<file path="src/rtl/rom_loader_dma.sv">
// Command-driven flash-to-SDRAM copier: toggle req/ack flash reads, single-cycle
// SDRAM write strobes, optional byte swap, running checksum and per-wait timeout.
module rom_loader_dma #(
  parameter int DATA_W   = 16,
  parameter int SRC_AW   = 23,
  parameter int DST_AW   = 25,
  parameter int LEN_W    = 24,
  parameter int TIMEOUT  = 4095,
  parameter int WR_GUARD = 3
) (
  input  logic              iclk,
  input  logic              ireset_n,
  input  logic              istart,
  input  logic [SRC_AW-1:0] isrc_base,
  input  logic [DST_AW-1:0] idst_base,
  input  logic [LEN_W-1:0]  ilen,
  input  logic              iswap,
  output logic              oloading,
  output logic              odone,
  output logic              oerror,
  output logic [15:0]       ochecksum,
  output logic [SRC_AW-1:0] ofl_addr,
  input  logic [DATA_W-1:0] ifl_data,
  output logic              ofl_req,
  input  logic              ifl_ack,
  output logic              orom_load_wr,
  output logic [DST_AW-1:0] oram_addr,
  output logic [DATA_W-1:0] oram_wrdata,
  input  logic              irom_load_wait
);

  localparam int TMR_MAX = (TIMEOUT > WR_GUARD) ? TIMEOUT : WR_GUARD;
  localparam int TMR_W   = $clog2(TMR_MAX + 2);

  typedef enum logic [2:0] {
    S_IDLE, S_FL_REQ, S_FL_WAIT, S_WR_PULSE, S_WR_WAIT, S_NEXT, S_DONE, S_ERROR
  } state_t;

  state_t             r_state, w_next;
  logic [SRC_AW-1:0]  r_src_base;
  logic [DST_AW-1:0]  r_dst_base;
  logic [LEN_W-1:0]   r_len;
  logic [LEN_W-1:0]   r_offset;
  logic               r_swap;
  logic [TMR_W-1:0]   r_timer;
  logic               r_loading, r_done, r_error;
  logic               r_fl_req, r_wr;
  logic [DATA_W-1:0]  r_wrdata;
  logic [15:0]        r_checksum;
  logic               r_ack_meta, r_ack_s, r_wait_meta, r_wait_s;

  logic [DATA_W-1:0]  w_word;
  logic [15:0]        w_sum_word;
  logic               w_last, w_timeout, w_guard_ok, w_start_zero;

  generate
    if (DATA_W == 16) begin : g_swap
      assign w_word = r_swap ? {ifl_data[7:0], ifl_data[15:8]} : ifl_data;
    end else begin : g_noswap
      assign w_word = ifl_data;
    end
  endgenerate

  assign w_sum_word   = 16'(w_word);
  assign w_start_zero = (ilen[LEN_W-1:1] == '0);
  assign w_last       = ({1'b0, r_offset} + (LEN_W+1)'(2)) >= {1'b0, r_len};
  // The timer counts from 0 on entry, so TIMEOUT-1 is the last cycle spent waiting.
  assign w_timeout    = (TIMEOUT != 0) && (r_timer >= TMR_W'(TIMEOUT - 1));
  assign w_guard_ok   = r_timer >= TMR_W'(WR_GUARD);

  // NOTE: sequential state uses non-blocking assignments so every flop samples pre-edge values.
  always_ff @(posedge iclk or negedge ireset_n) begin
    if (!ireset_n) begin
      r_ack_meta  <= 1'b0;
      r_ack_s     <= 1'b0;
      r_wait_meta <= 1'b0;
      r_wait_s    <= 1'b0;
    end else begin
      r_ack_meta  <= ifl_ack;
      r_ack_s     <= r_ack_meta;
      r_wait_meta <= irom_load_wait;
      r_wait_s    <= r_wait_meta;
    end
  end

  always_ff @(posedge iclk or negedge ireset_n) begin
    if (!ireset_n) r_state <= S_IDLE;
    else           r_state <= w_next;
  end

  // NOTE: w_next is defaulted before the case so no path leaves it unassigned (no latch).
  always_comb begin
    w_next = r_state;
    case (r_state)
      S_IDLE, S_DONE, S_ERROR:
        if (istart) w_next = w_start_zero ? S_DONE : S_FL_REQ;
      S_FL_REQ:   w_next = S_FL_WAIT;
      S_FL_WAIT:
        if (r_ack_s == r_fl_req) w_next = S_WR_PULSE;
        else if (w_timeout)      w_next = S_ERROR;
      S_WR_PULSE: w_next = S_WR_WAIT;
      S_WR_WAIT:
        if (w_guard_ok && !r_wait_s) w_next = S_NEXT;
        else if (w_timeout)          w_next = S_ERROR;
      S_NEXT:     w_next = w_last ? S_DONE : S_FL_REQ;
      default:    w_next = S_IDLE;
    endcase
  end

  always_ff @(posedge iclk or negedge ireset_n) begin
    if (!ireset_n) begin
      r_src_base <= '0;
      r_dst_base <= '0;
      r_len      <= '0;
      r_offset   <= '0;
      r_swap     <= 1'b0;
      r_timer    <= '0;
      r_loading  <= 1'b0;
      r_done     <= 1'b0;
      r_error    <= 1'b0;
      r_fl_req   <= 1'b0;
      r_wr       <= 1'b0;
      r_wrdata   <= '0;
      r_checksum <= '0;
    end else begin
      if (w_next != r_state)
        r_timer <= '0;
      else if ((r_state == S_FL_WAIT || r_state == S_WR_WAIT) && r_timer != '1)
        r_timer <= r_timer + 1'b1;

      r_wr      <= (r_state == S_WR_PULSE);
      r_loading <= w_next inside {S_FL_REQ, S_FL_WAIT, S_WR_PULSE, S_WR_WAIT, S_NEXT};
      r_done    <= (w_next == S_DONE);
      r_error   <= (w_next == S_ERROR);

      case (r_state)
        S_IDLE, S_DONE, S_ERROR:
          if (istart) begin
            r_src_base <= {isrc_base[SRC_AW-1:1], 1'b0};
            r_dst_base <= {idst_base[DST_AW-1:1], 1'b0};
            r_len      <= {ilen[LEN_W-1:1], 1'b0};
            r_swap     <= iswap;
            r_offset   <= '0;
            r_checksum <= '0;
          end
        S_FL_REQ:   r_fl_req <= ~r_ack_s;
        S_WR_PULSE: begin
          r_wrdata   <= w_word;
          r_checksum <= r_checksum + w_sum_word;
        end
        S_NEXT:
          if (!w_last) r_offset <= r_offset + LEN_W'(2);
        default: ;
      endcase
    end
  end

  assign oloading     = r_loading;
  assign odone        = r_done;
  assign oerror       = r_error;
  assign ochecksum    = r_checksum;
  assign ofl_req      = r_fl_req;
  assign orom_load_wr = r_wr;
  assign oram_wrdata  = r_wrdata;
  assign ofl_addr     = r_src_base + SRC_AW'(r_offset);
  assign oram_addr    = r_dst_base + DST_AW'(r_offset);

endmodule
</file>
<file path="config.mk">
export PLATFORM = sky130hd
export DESIGN_NAME = rom_loader_dma
export DESIGN_NICKNAME = d
export VERILOG_FILES = /design/src/rtl/rom_loader_dma.sv
export SDC_FILE = /design/constraint.sdc
export NUM_CORES = 1
export LEC_CHECK = 0
export CAP_MARGIN = 15
export CORE_ASPECT_RATIO = 1.2
export CORE_MARGIN = 1.5
export CORE_UTILIZATION = 49
export CTS_CLUSTER_SIZE = 16
export DETAILED_ROUTE_END_ITERATION = 12
export PLACE_DENSITY = 0.78
export SETUP_SLACK_MARGIN = 0.02
export SLEW_MARGIN = 30
export SYNTH_ARGS = -nofsm -noshare
export SYNTH_HDL_FRONTEND = slang
export SYNTH_SLANG_ARGS = --single-unit
</file>
<file path="constraint.sdc">
create_clock -name iclk -period 3.4 [get_ports iclk]
set_input_delay 0.51 -clock iclk [delete_from_list [all_inputs] [get_ports iclk]]
set_output_delay 0.51 -clock iclk [all_outputs]
set_load 0.005 [all_outputs]
</file>
==> impl_metrics.csv <==
group,metric,value,unit
synth,yosys.area.top_type,"dfrtp_1",
final_layout,nNetsFinal,1498,
placement,io_buffers,173,
sta,slew_headroom,0.471,
placement,place_area,12600,µm²
final_layout,final_area,14100,µm²
route,vias_per_cell,5.79,
setup_path,path_cells,"buf_6, buf_4, nand4_1, nor3_4, nand2_2, xnor2_2, ha_1, a21oi_1, nor2b_1, o21ai_0, or2b_4, a221o_1, a211o_4, buf_6, o21a_1, a31oi_1",
clock_tree,cts.sink_count,150,
synth,synth.area.mux_share,0.0997,
floorplanning,core_area,19700,µm²
route,wl,29.4,mm
setup_path,path_buf_inv,3,
sta,max_freq,261,MHz
clock_tree,cts_tree,"built",
route,drt_pre_antenna_iters,5,
sta,post-route-min-period,3.84,ns
floorplanning,die_h,159,µm
synth,synth_seq_cells,150,
grt,grt_max_degree,66,
synth,synth_edf_count,0,
setup_path,worstPathRequired,3.73,ns
synth,async_flop_share,1.00,
grt,antenna_found_initial,0,
setup_path,reg2reg_from,"r_offset[1]",
setup_path,r2r_end,"r_offset[5]",
synth,syn_inst,1018,
clock_tree,hold_buffers,0,
route,vias,9204,
sta,hold_viol_final,0,
floorplanning,die_area,21100,µm²
grt,busiest_layer,"met2",
setup_path,crit_path_end_kind,"flop",
sta,post-route-period-util,1.13,
grt,use_met2,0.469,
synth,synth_top_family_by_area,"compound AO/OA/AOI/OAI gates",
power_and_ir_drop,power_density,811,nW/µm²
setup_path,cp.arrival,4.16,ns
clock_tree,cts_inserted_buffers,17,
setup_path,crit_slowest_cell,"a211o_4",
route,wl_per_cell,18.5,µm
power_and_ir_drop,vdd_drop_max,454,µV
grt,grt_usage,0.270,
min_path,hp-class,"primary input to async pin",
grt,grt_pass1_vias,9251,
synth,synthTopCellsByArea,"dfrtp_1 (38%), ha_1 (11%), mux2_2 (9.8%)",
floorplanning,rows,56,
clock_tree,cts-root-buf,"clkbuf_16",
clock_tree,clk_path_buf_depth,2,
setup_path,cp_max_fo,5,
synth,synth-simple-area-share,0.147,
placement,place_inst,1514,
grt,grt_pass1_wl,45.7,mm
synth,yosys.area_share.adder,0.113,
grt,gr-usage-met3,0.0642,
setup_path,cpPeakStageDelay,0.42,ns
run_status,status,"finished, violations left",
setup_path,r2r_slack,-0.44,ns
floorplanning,die_w,133,µm
placement,routabilityCongestion,0.893,
clock_tree,clkTransAtPathRegs,0.07,ns
synth,synth_warnings,0,
setup_path,reg2reg_depth,16,
power_and_ir_drop,total_power,11.4,mW
setup_path,crit_type,"flop to flop",
synth,synth_xor_area_frac,0.0715,
floorplanning,io_pins,179,
sta,setup_violations,46,
clock_tree,cts.htree.levels,4,
setup_path,crit_top_cell,"buf_6",
synth,synth.yosys.seq_area_share,0.379,
route,drt_iter0_drc,576,
route,drcViolationCount,0,
synth,syn-cell-area,9920,µm²
final_layout,final_core_util,0.714,
sta,rsz0062_at_grt,"true",
setup_path,setup.worst_path.start,"r_offset[1]",
setup_path,cp-start-kind,"flop",
run_status,violations,"setup timing",
synth,syn-mean-instance-area,9.74,µm²
final_layout,final_cells,1590,
synth,yosys_most_used_dff,"dfrtp_1",
job,max-cap-violations,0,
final_layout,layout-drive-gt1-share,0.308,
grt,overflow,0,
synth,ys_types,73,
floorplanning,start_util,0.504,
clock_tree,clk_latency,0.44,ns
sta,slew_violations,0,
final_layout,syn_to_final_growth,41.7,%
sta,setup_slack,-0.437,ns
sta,worst_pin_slew,0.794,ns
final_layout,antenna_cells,0,
power_and_ir_drop,leakage,6.67,nW
sta,setup_tns,-12.80,ns
sta,fin_skew,0.0147,ns
setup_path,crit_family,"compound AO/OA/AOI/OAI gates",
placement,post-dp-hpwl,19.7,mm
grt,grt_use_met1,0.320,
synth,synth-compound-area-share,0.155,
route,ant_nets,0,
synth,netlist.area_leader.share,0.379,
==> repair_timing <==
item	in CTS	in global routing
buffers inserted	28	15
pin swaps	83	49
resized for setup	185	58
endpoints found under the setup margin	58	55
cloned	3	0
==> Yosys cell counts, types with 4 or more instances <==
master and n:
a211o_1 4, a211oi_1 7, a21o_1 24, a21oi_1 70
a22o_1 9, a22o_2 4, a31oi_1 7, and2_1 8
and3_1 17, and4_1 5, clkbuf_1 24, dfrtp_1 150
ha_1 85, inv_1 51, mux2_2 86, nand2_1 90
nand2b_1 13, nand3_1 39, nand4_1 12, nor2_1 53
nor2b_1 8, nor3_1 13, nor4_1 14, o211ai_1 5
o21a_1 15, o21ai_0 44, or2_2 7, or3_1 6
xnor2_1 47, xor2_1 34
==> registers in the layout, summed over array words and instances (netlist names) <==
register and flops:
r_dst_base 24, r_len 23, r_offset 23, r_src_base 22, ochecksum 16, oram_wrdata 16
r_timer 13, r_state 3, odone 1, oerror 1, ofl_req 1, oloading 1
orom_load_wr 1, r_ack_meta 1, r_ack_s 1, r_swap 1, r_wait_meta 1, r_wait_s 1
==> cells in the final DEF, fill, tap and decap left out, types with 8 or more instances in the layout <==
cell type and count:
buf_6 17, nand3_1 33, buf_4 115, xnor2_2 8, o21a_1 15, a21oi_1 45
clkdlybuf4s50_1 139, buf_2 19, xnor2_1 39, nor3_1 11, and3_1 14, o21ai_2 8
a22o_1 9, nor4_1 13, nand2_1 84, nand2b_1 13, xor2_1 31, a21oi_2 25
inv_1 49, clkbuf_16 17, a21o_1 24, mux2_2 86, nor2_1 48, dfrtp_1 146
o21ai_0 33, ha_1 77, nand4_1 12
==> logic make-up after synthesis <==
logic type | count (synthesis)
DFF | 150
AOI/OAI and AO/OA | 232
xor gates and xnor gates | 81
buffers and inverters | 83
other | 1
and+or+nand+nor | 295
muxes | 88
adders and majority gates | 88
==> metrics by stage <==
stage,worst slack (ns),hold WS (ns)
after floorplan,0.0217,0.214
after detailed placement,-0.274,0.344
after global placement,-0.252,0.332
after CTS,-0.287,0.0941
final,-0.437,0.0498
after global routing,-0.559,0.0974
==> layer usage <==
layer	vias to the layer above	share of wire
met5	-	0
met4	0	0.031
met2	393	0.50
li1	4266	-
met3	73	0.071
met1	4472	0.40
==> cell type report <==
cell class	instances	area, µm²
sequential	150	3760
multi-input combinational	787	6440
timing repair buffer	309	2750
inverter	51	191
clock buffer	19	443
fill	1383	5640
clock inverter	13	145
tap	261	327
==> where the power goes <==
part,internal [mW],leakage (nW),switching [mW],total (mW)
sequential,2.45,1.87,0.529,2.98
clock,1.11,0.286,0.797,1.91
combinational,3.39,4.51,3.12,6.51
==> worst max-delay path by stage <==
| stage | end | slack, ns | depth (start not counted) |
|---|---|---|---|
| floorplan | r_offset[11] | 0.02 | 18 |
| global placement | oram_addr[24] | -0.25 | 11 |
| detailed placement | ofl_addr[22] | -0.27 | 12 |
| CTS | ofl_addr[21] | -0.29 | 14 |
| global route | r_offset[5] | -0.56 | 16 |
| finish | r_offset[5] | -0.44 | 16 |
(Power assumes the default switching activity.)
